==> src/rtl/dc_pkg.sv <==
// Shared encodings and widths for the 14-bit PID datapath.
// Mux select codes follow the FSM's microcode field layout.
package dc_pkg;

    localparam int DC_W  = 14;
    localparam int DC_PW = 2*DC_W + 1;

    localparam logic [DC_W-1:0] DC_CONST_K = 14'h0A5A;
    localparam logic [DC_W-1:0] DC_MAX     = 14'h1FFF;
    localparam logic [DC_W-1:0] DC_MIN     = 14'h2000;

    typedef enum logic [2:0] {
        ASEL_CFGDATA = 3'd0,
        ASEL_XMEAS   = 3'd1,
        ASEL_ERR     = 3'd2,
        ASEL_PROD    = 3'd3,
        ASEL_DUTY    = 3'd4,
        ASEL_SUMERR  = 3'd5,
        ASEL_DIFERR  = 3'd6,
        ASEL_ZERO    = 3'd7
    } asel_e;

    typedef enum logic [2:0] {
        BSEL_XSET    = 3'd0,
        BSEL_SUMERR  = 3'd1,
        BSEL_PREVERR = 3'd2,
        BSEL_ZERO    = 3'd3,
        BSEL_PID     = 3'd4,
        BSEL_CONST   = 3'd5,
        BSEL_PROD    = 3'd6,
        BSEL_EEPDATA = 3'd7
    } bsel_e;

    // Clamp a 15-bit signed sum into the 14-bit signed range.
    function automatic logic [DC_W-1:0] sat_w(input logic [DC_W:0] s);
        if (s[DC_W] != s[DC_W-1])
            return s[DC_W] ? DC_MIN : DC_MAX;
        return s[DC_W-1:0];
    endfunction

endpackage

==> src/rtl/dc_alu.sv <==
// Shared 15-bit adder/subtractor for the PID datapath.
// Build option DC_ALU_SAT_EN: saturate the 14-bit result instead of wrapping.
module dc_alu
    import dc_pkg::*;
(
    input  logic [DC_W-1:0] i_a,
    input  logic [DC_W-1:0] i_b,
    input  logic            i_subtract,
    input  logic            i_wrap,
    output logic [DC_W:0]   o_sum,
    output logic [DC_W-1:0] o_dst
);

    logic [DC_W:0] w_a;
    logic [DC_W:0] w_b;

    assign w_a   = {i_a[DC_W-1], i_a};
    assign w_b   = {i_b[DC_W-1], i_b};
    assign o_sum = i_subtract ? (w_a - w_b) : (w_a + w_b);

`ifdef DC_ALU_SAT_EN
    // Booth steps must see the raw sum; only general arithmetic clamps.
    assign o_dst = i_wrap ? o_sum[DC_W-1:0] : sat_w(o_sum);
`else
    logic w_unused_wrap;
    assign w_unused_wrap = i_wrap;
    assign o_dst         = o_sum[DC_W-1:0];
`endif

endmodule

==> src/rtl/dc_datapath_core.sv <==
// PID arithmetic datapath: operand muxes, working registers and Booth product register.
// Build option DC_ALU_SAT_EN selects saturating add/sub in dc_alu.
module dc_datapath_core
    import dc_pkg::*;
(
    input  logic            clk,
    input  logic            rst_n,
    input  logic [DC_W-1:0] eep_rd_data,
    input  logic [DC_W-1:0] xmeas,
    input  logic [DC_W-1:0] cfg_data,
    input  logic [2:0]      c_asel,
    input  logic [2:0]      c_bsel,
    input  logic            c_subtract,
    input  logic            c_err,
    input  logic            c_duty,
    input  logic            c_sumerr,
    input  logic            c_diferr,
    input  logic            c_xset,
    input  logic            c_preverr,
    input  logic            c_pid,
    input  logic            c_init_prod,
    input  logic            c_multsat,
    input  logic            c_clr_duty,
    output logic [DC_W-1:0] dst,
    output logic [1:0]      c_prod
);

    logic [DC_W-1:0]  r_err;
    logic [DC_W-1:0]  r_duty;
    logic [DC_W-1:0]  r_sumerr;
    logic [DC_W-1:0]  r_diferr;
    logic [DC_W-1:0]  r_xset;
    logic [DC_W-1:0]  r_preverr;
    logic [DC_W-1:0]  r_pid;
    logic [DC_PW-1:0] r_prod;

    logic [DC_W-1:0]  w_a;
    logic [DC_W-1:0]  w_b;
    logic [DC_W:0]    w_sum;
    logic [DC_W-1:0]  w_prod_hi;
    logic [DC_W-1:0]  w_prod_q11;
    logic [DC_W-1:0]  w_prod_sat;
    logic             w_booth_step;
    logic             w_q11_fits;

    assign w_booth_step = (asel_e'(c_asel) == ASEL_PROD);
    assign w_prod_hi    = r_prod[DC_PW-1:DC_W+1];
    assign w_prod_q11   = r_prod[25:12];

    // P>>>11 fits in 14 bits only when the four top product bits agree.
    assign w_q11_fits = (&r_prod[28:25]) | ~(|r_prod[28:25]);
    assign w_prod_sat = w_q11_fits ? w_prod_q11 : (r_prod[28] ? DC_MIN : DC_MAX);

    always_comb begin
        w_a = '0;
        case (asel_e'(c_asel))
            ASEL_CFGDATA: w_a = cfg_data;
            ASEL_XMEAS:   w_a = xmeas;
            ASEL_ERR:     w_a = r_err;
            ASEL_PROD:    w_a = w_prod_hi;
            ASEL_DUTY:    w_a = r_duty;
            ASEL_SUMERR:  w_a = r_sumerr;
            ASEL_DIFERR:  w_a = r_diferr;
            ASEL_ZERO:    w_a = '0;
            default:      w_a = '0;
        endcase
    end

    always_comb begin
        w_b = '0;
        if (c_multsat) begin
            w_b = w_prod_sat;
        end else begin
            case (bsel_e'(c_bsel))
                BSEL_XSET:    w_b = r_xset;
                BSEL_SUMERR:  w_b = r_sumerr;
                BSEL_PREVERR: w_b = r_preverr;
                BSEL_ZERO:    w_b = '0;
                BSEL_PID:     w_b = r_pid;
                BSEL_CONST:   w_b = DC_CONST_K;
                BSEL_PROD:    w_b = w_prod_q11;
                BSEL_EEPDATA: w_b = eep_rd_data;
                default:      w_b = '0;
            endcase
        end
    end

    dc_alu u_alu (
        .i_a        (w_a),
        .i_b        (w_b),
        .i_subtract (c_subtract),
        .i_wrap     (w_booth_step),
        .o_sum      (w_sum),
        .o_dst      (dst)
    );

    always_ff @(posedge clk or negedge rst_n) begin
        if (!rst_n) begin
            r_err     <= '0;
            r_duty    <= '0;
            r_sumerr  <= '0;
            r_diferr  <= '0;
            r_xset    <= '0;
            r_preverr <= '0;
            r_pid     <= '0;
        end else begin
            if (c_err)     r_err     <= dst;
            if (c_sumerr)  r_sumerr  <= dst;
            if (c_diferr)  r_diferr  <= dst;
            if (c_xset)    r_xset    <= dst;
            if (c_preverr) r_preverr <= dst;
            if (c_pid)     r_pid     <= dst;
            if (c_clr_duty)
                r_duty <= '0;
            else if (c_duty)
                r_duty <= dst;
        end
    end

    // Booth step: the full 15-bit sum becomes the new upper half, shifting the multiplier right.
    always_ff @(posedge clk or negedge rst_n) begin
        if (!rst_n)
            r_prod <= '0;
        else if (c_init_prod)
            r_prod <= {{DC_W{1'b0}}, dst, 1'b0};
        else if (w_booth_step)
            r_prod <= {w_sum, r_prod[DC_W:1]};
    end

    assign c_prod = r_prod[1:0];

endmodule

==> config.mk <==
export PLATFORM = sky130hd
export DESIGN_NAME = dc_datapath_core
export DESIGN_NICKNAME = d
export VERILOG_FILES = /design/src/rtl/dc_pkg.sv /design/src/rtl/dc_alu.sv /design/src/rtl/dc_datapath_core.sv
export SDC_FILE = /design/constraint.sdc
export NUM_CORES = 1
export LEC_CHECK = 0
export ABC_AREA = 1
export BUFFER_PORTS_ARGS = -buffer_cell sky130_fd_sc_hd__buf_4
export CAP_MARGIN = 40
export CORE_AREA = 2 2 184 96
export DETAILED_ROUTE_END_ITERATION = 16
export DIE_AREA = 0 0 186 98
export PLACE_DENSITY = 0.65
export SLEW_MARGIN = 20
export SYNTH_ARGS = -nofsm -noshare
export SYNTH_HDL_FRONTEND = slang
export SYNTH_SLANG_ARGS = --single-unit
==> constraint.sdc <==
create_clock -name clk -period 4.6 [get_ports clk]
set_input_delay 0.46 -clock clk [delete_from_list [all_inputs] [get_ports clk]]
set_output_delay 0.46 -clock clk [all_outputs]
set_load 0.01 [all_outputs]
==> results.json <==
{
  "routed_wirelength_mm": 26.72,
  "crit_path_start_kind": "register",
  "ys_warn_count": 0,
  "synthesis.nets": 1045,
  "wire_per_inst_um": 20.52,
  "area_growth_pct": 22.94,
  "yosysUniqueCellTypes": 42,
  "min_path_cells": 2,
  "clockBufferDepth": 2,
  "synth-edff-count": 0,
  "synth-main-ff-cell": "dfrtp_1",
  "start_util": 0.4362,
  "cp_cell_sequence": "inv_2 > nand3_2 > a21oi_4 > inv_1 > o21ai_2 > ha_2 > nand3_4 > nor3_4 > nand4_1 > nand2_1 > xor2_1 > inv_1 > ha_1 > a21oi_1 > o31ai_1 > a21oi_1 > nand2_1 > or2_2 > nand2_1 > inv_1 > buf_4",
  "dr.pass1.iters": 6,
  "holdWs_ps": 281.5,
  "leakagePower_uw": 0.004324,
  "syn-mean-instance-area_um2": 7.588,
  "hpwl_mm": 19.65,
  "finalSetupViolations": 0,
  "hold_viol": 0,
  "netlist.top_cell.by_area": "dfrtp_1",
  "antenna_found_initial": 0,
  "outcome": "finished, final reports clean",
  "htree_levels": 4,
  "clock_latency_ps": 440,
  "globalRouteTotalUtil": 0.3030,
  "worstHoldStart": "c_pid",
  "critPathArrivalTime_ps": 3910,
  "yosysTopAreaCellShare": 0.4336,
  "grt_max_degree": 61,
  "crit_required_ps": 4140,
  "num_antenna_cells": 0,
  "drive_above_1_share": 0.1807,
  "critPathKind": "register to primary output",
  "drtAntennaViolNets": 0,
  "die_w_um": 186,
  "period_minus_slack_ps": 4371,
  "clk_pin_slew_worst_paths_ps": 60,
  "fin_util": 0.5363,
  "dp.cells": 1261,
  "clkSinkCount": 127,
  "cts-root-buf": "clkbuf_16",
  "r2r_slack_ps": 720,
  "cts_tree": "built",
  "slew_headroom": 0.4588,
  "rows": 34,
  "maxSlewViolCount": 0,
  "fin_crit_sh": 0.9502,
  "drv_cap": 0,
  "core_um2": 16800,
  "r2r-start": "r_prod[28]$_DFFE_PN0P_",
  "die_area_um2": 18230,
  "maxClockFrequency_mhz": 228.8,
  "min_to": "r_pid[4]$_DFFE_PN0P_",
  "drc": 0,
  "crit_slowest_cell": "dfrtp_2",
  "worst_setup_path_end_kind": "primary output",
  "grt_overflow": 0,
  "syn_inst": 966,
  "regToRegEndpoint": "r_xset[10]$_DFFE_PN0P_",
  "ys_ff_latch": 127,
  "io_pins": 77,
  "synthTopCellsByArea": "dfrtp_1, nand2_1, o21ai_0",
  "yosysSeqAreaShare": 0.4336,
  "async_reset_ff_frac": 1.000,
  "die_h_um": 98,
  "ir_drop_mv": 0.4495,
  "layout.cells.non_filler": 1302,
  "tightest_slew_ps": 806.8,
  "power_density_nw_per_um2": 716.7,
  "final_area_um2": 9011,
  "cpPeakStageDelay_ps": 450,
  "path_max_fanout": 7,
  "syn-cell-area_um2": 7330,
  "post_drt_via_cell_ratio": 5.643,
  "nNetsFinal": 1134,
  "numCtsBuffers": 17,
  "hold_class": "primary input to register",
  "port_buffers": 76,
  "grt_pass1_wl_mm": 40.28,
  "grt_pass1_vias": 6687,
  "finalWeightedCongestion": 1.052,
  "placed_cell_area_um2": 8212,
  "drtIter0Drc": 1134,
  "worstRegToRegCells": 20,
  "fin_skew_ps": 9.280,
  "vias": 7347
}
## layout make-up
class	count	area, um2
multi-input combinational	681	3642
timing repair buffer	109	872.1
sequential	127	3179
tap	234	292.8
fill	1624	7792
clock inverter	11	105.1
inverter	119	449.2
clock buffer	21	470.5
## layout by cell type (no fill, tap or decap), drive strengths merged, types with 2 or more instances in the layout
cell type / instances
xor2: 15
a221oi: 19
o221ai: 11
clkbuf: 21
dfrtp: 127
a21oi: 17
o21a: 3
o2bb2ai: 2
clkinv: 16
a31oi: 10
buf: 108
or2: 6
a211oi: 2
o21ai: 130
nand4: 23
ha: 17
inv: 112
nor2: 79
a22oi: 5
nand3b: 9
nand2: 252
a41oi: 2
nor3: 5
xnor2: 2
nand3: 45
o22ai: 22
## metrics by stage
stage | total power [uW] | TNS (ps) | setup slack (ps)
after detailed placement | 4877 | 0 | 186.5
after global routing | 6809 | -56.78 | -31.33
after floorplan | 3437 | 0 | 854.5
after global placement | 4835 | 0 | 200.2
final | 6458 | 0 | 228.9
after CTS | 6234 | -52.90 | -52.90
## how the worst max path moves through the flow
stage	start	to	slack, ps	depth (start not counted)
finish	r_prod[28]$_DFFE_PN0P_	dst[13]	230	21
global route	r_prod[25]$_DFFE_PN0P_	dst[13]	-30	21
CTS	r_prod[28]$_DFFE_PN0P_	dst[10]	-50	19
detailed placement	c_bsel[2]	dst[10]	190	22
global placement	c_bsel[2]	dst[10]	200	22
floorplan	c_bsel[0]	dst[12]	850	25
## kinds of logic (layout without fill, tap and decap cells)
logic type      count (synthesis)  in the layout  synth area share
fa+ha+maj                      18             18           0.03175
xor+xnor                       17             17           0.02032
flops                         127            127            0.4336
buf+inv                       158            260           0.08740
simple gates                  419            419            0.2421
compound gates                227            227            0.1849
## cells in the mapped netlist, drive strengths merged (10+ instances only)
library cell    n
o21ai         130
clkinv         10
o221ai         11
nand2         252
a21oi          17
a221oi         19
dfrtp         127
nand3          45
o22ai          22
xor2           15
nor2           79
clkbuf         26
ha             17
buf            13
a31oi          10
inv           109
nand4          23
## registers in the layout (all words and copies together), names as in the netlist
signal     cells
r_duty        14
r_prod        29
r_sumerr      14
r_xset        14
r_pid         14
r_err         14
r_preverr     14
r_diferr      14
## timing repair
action / 4_1_cts / 5_1_grt
setup buffers: 0 / 6
pin swaps: 0 / 11
hold buffers: 1 / 0
endpoints found under the setup margin: 1 / 15
endpoints found under the hold margin: 24 / 0
gates resized for setup: 0 / 37
## metal layers
metal	vias up	GRT usage	routed length, um
met2	472	0.3677	9781
li1	3415	-	-
met5	-	0	0
met4	0	0.09207	590
met3	55	0.1309	3999
met1	3405	0.4689	12350
## report_power, final
| part | internal, uW | total [uW] | leakage (uW) | switching, uW |
|---|---|---|---|---|
| Combinational | 1030 | 3120 | 0.00247 | 2090 |
| Clock | 790 | 1330 | 0.000284 | 543 |
| Sequential | 1630 | 2010 | 0.00157 | 374 |
| Total | 3450 | 6460 | 0.00432 | 3010 |
## critical path, delay by kind of cell, from the launching register on
kind	cells	cell delay, ps
AO/OA/AOI/OAI	5	870
XOR/XNOR	1	170
flip-flops	1	450
adder cells (fa/ha/maj)	2	570
buffers and inverters	5	450
AND/OR/NAND/NOR	8	960
Power figures use the tool's default switching activity.
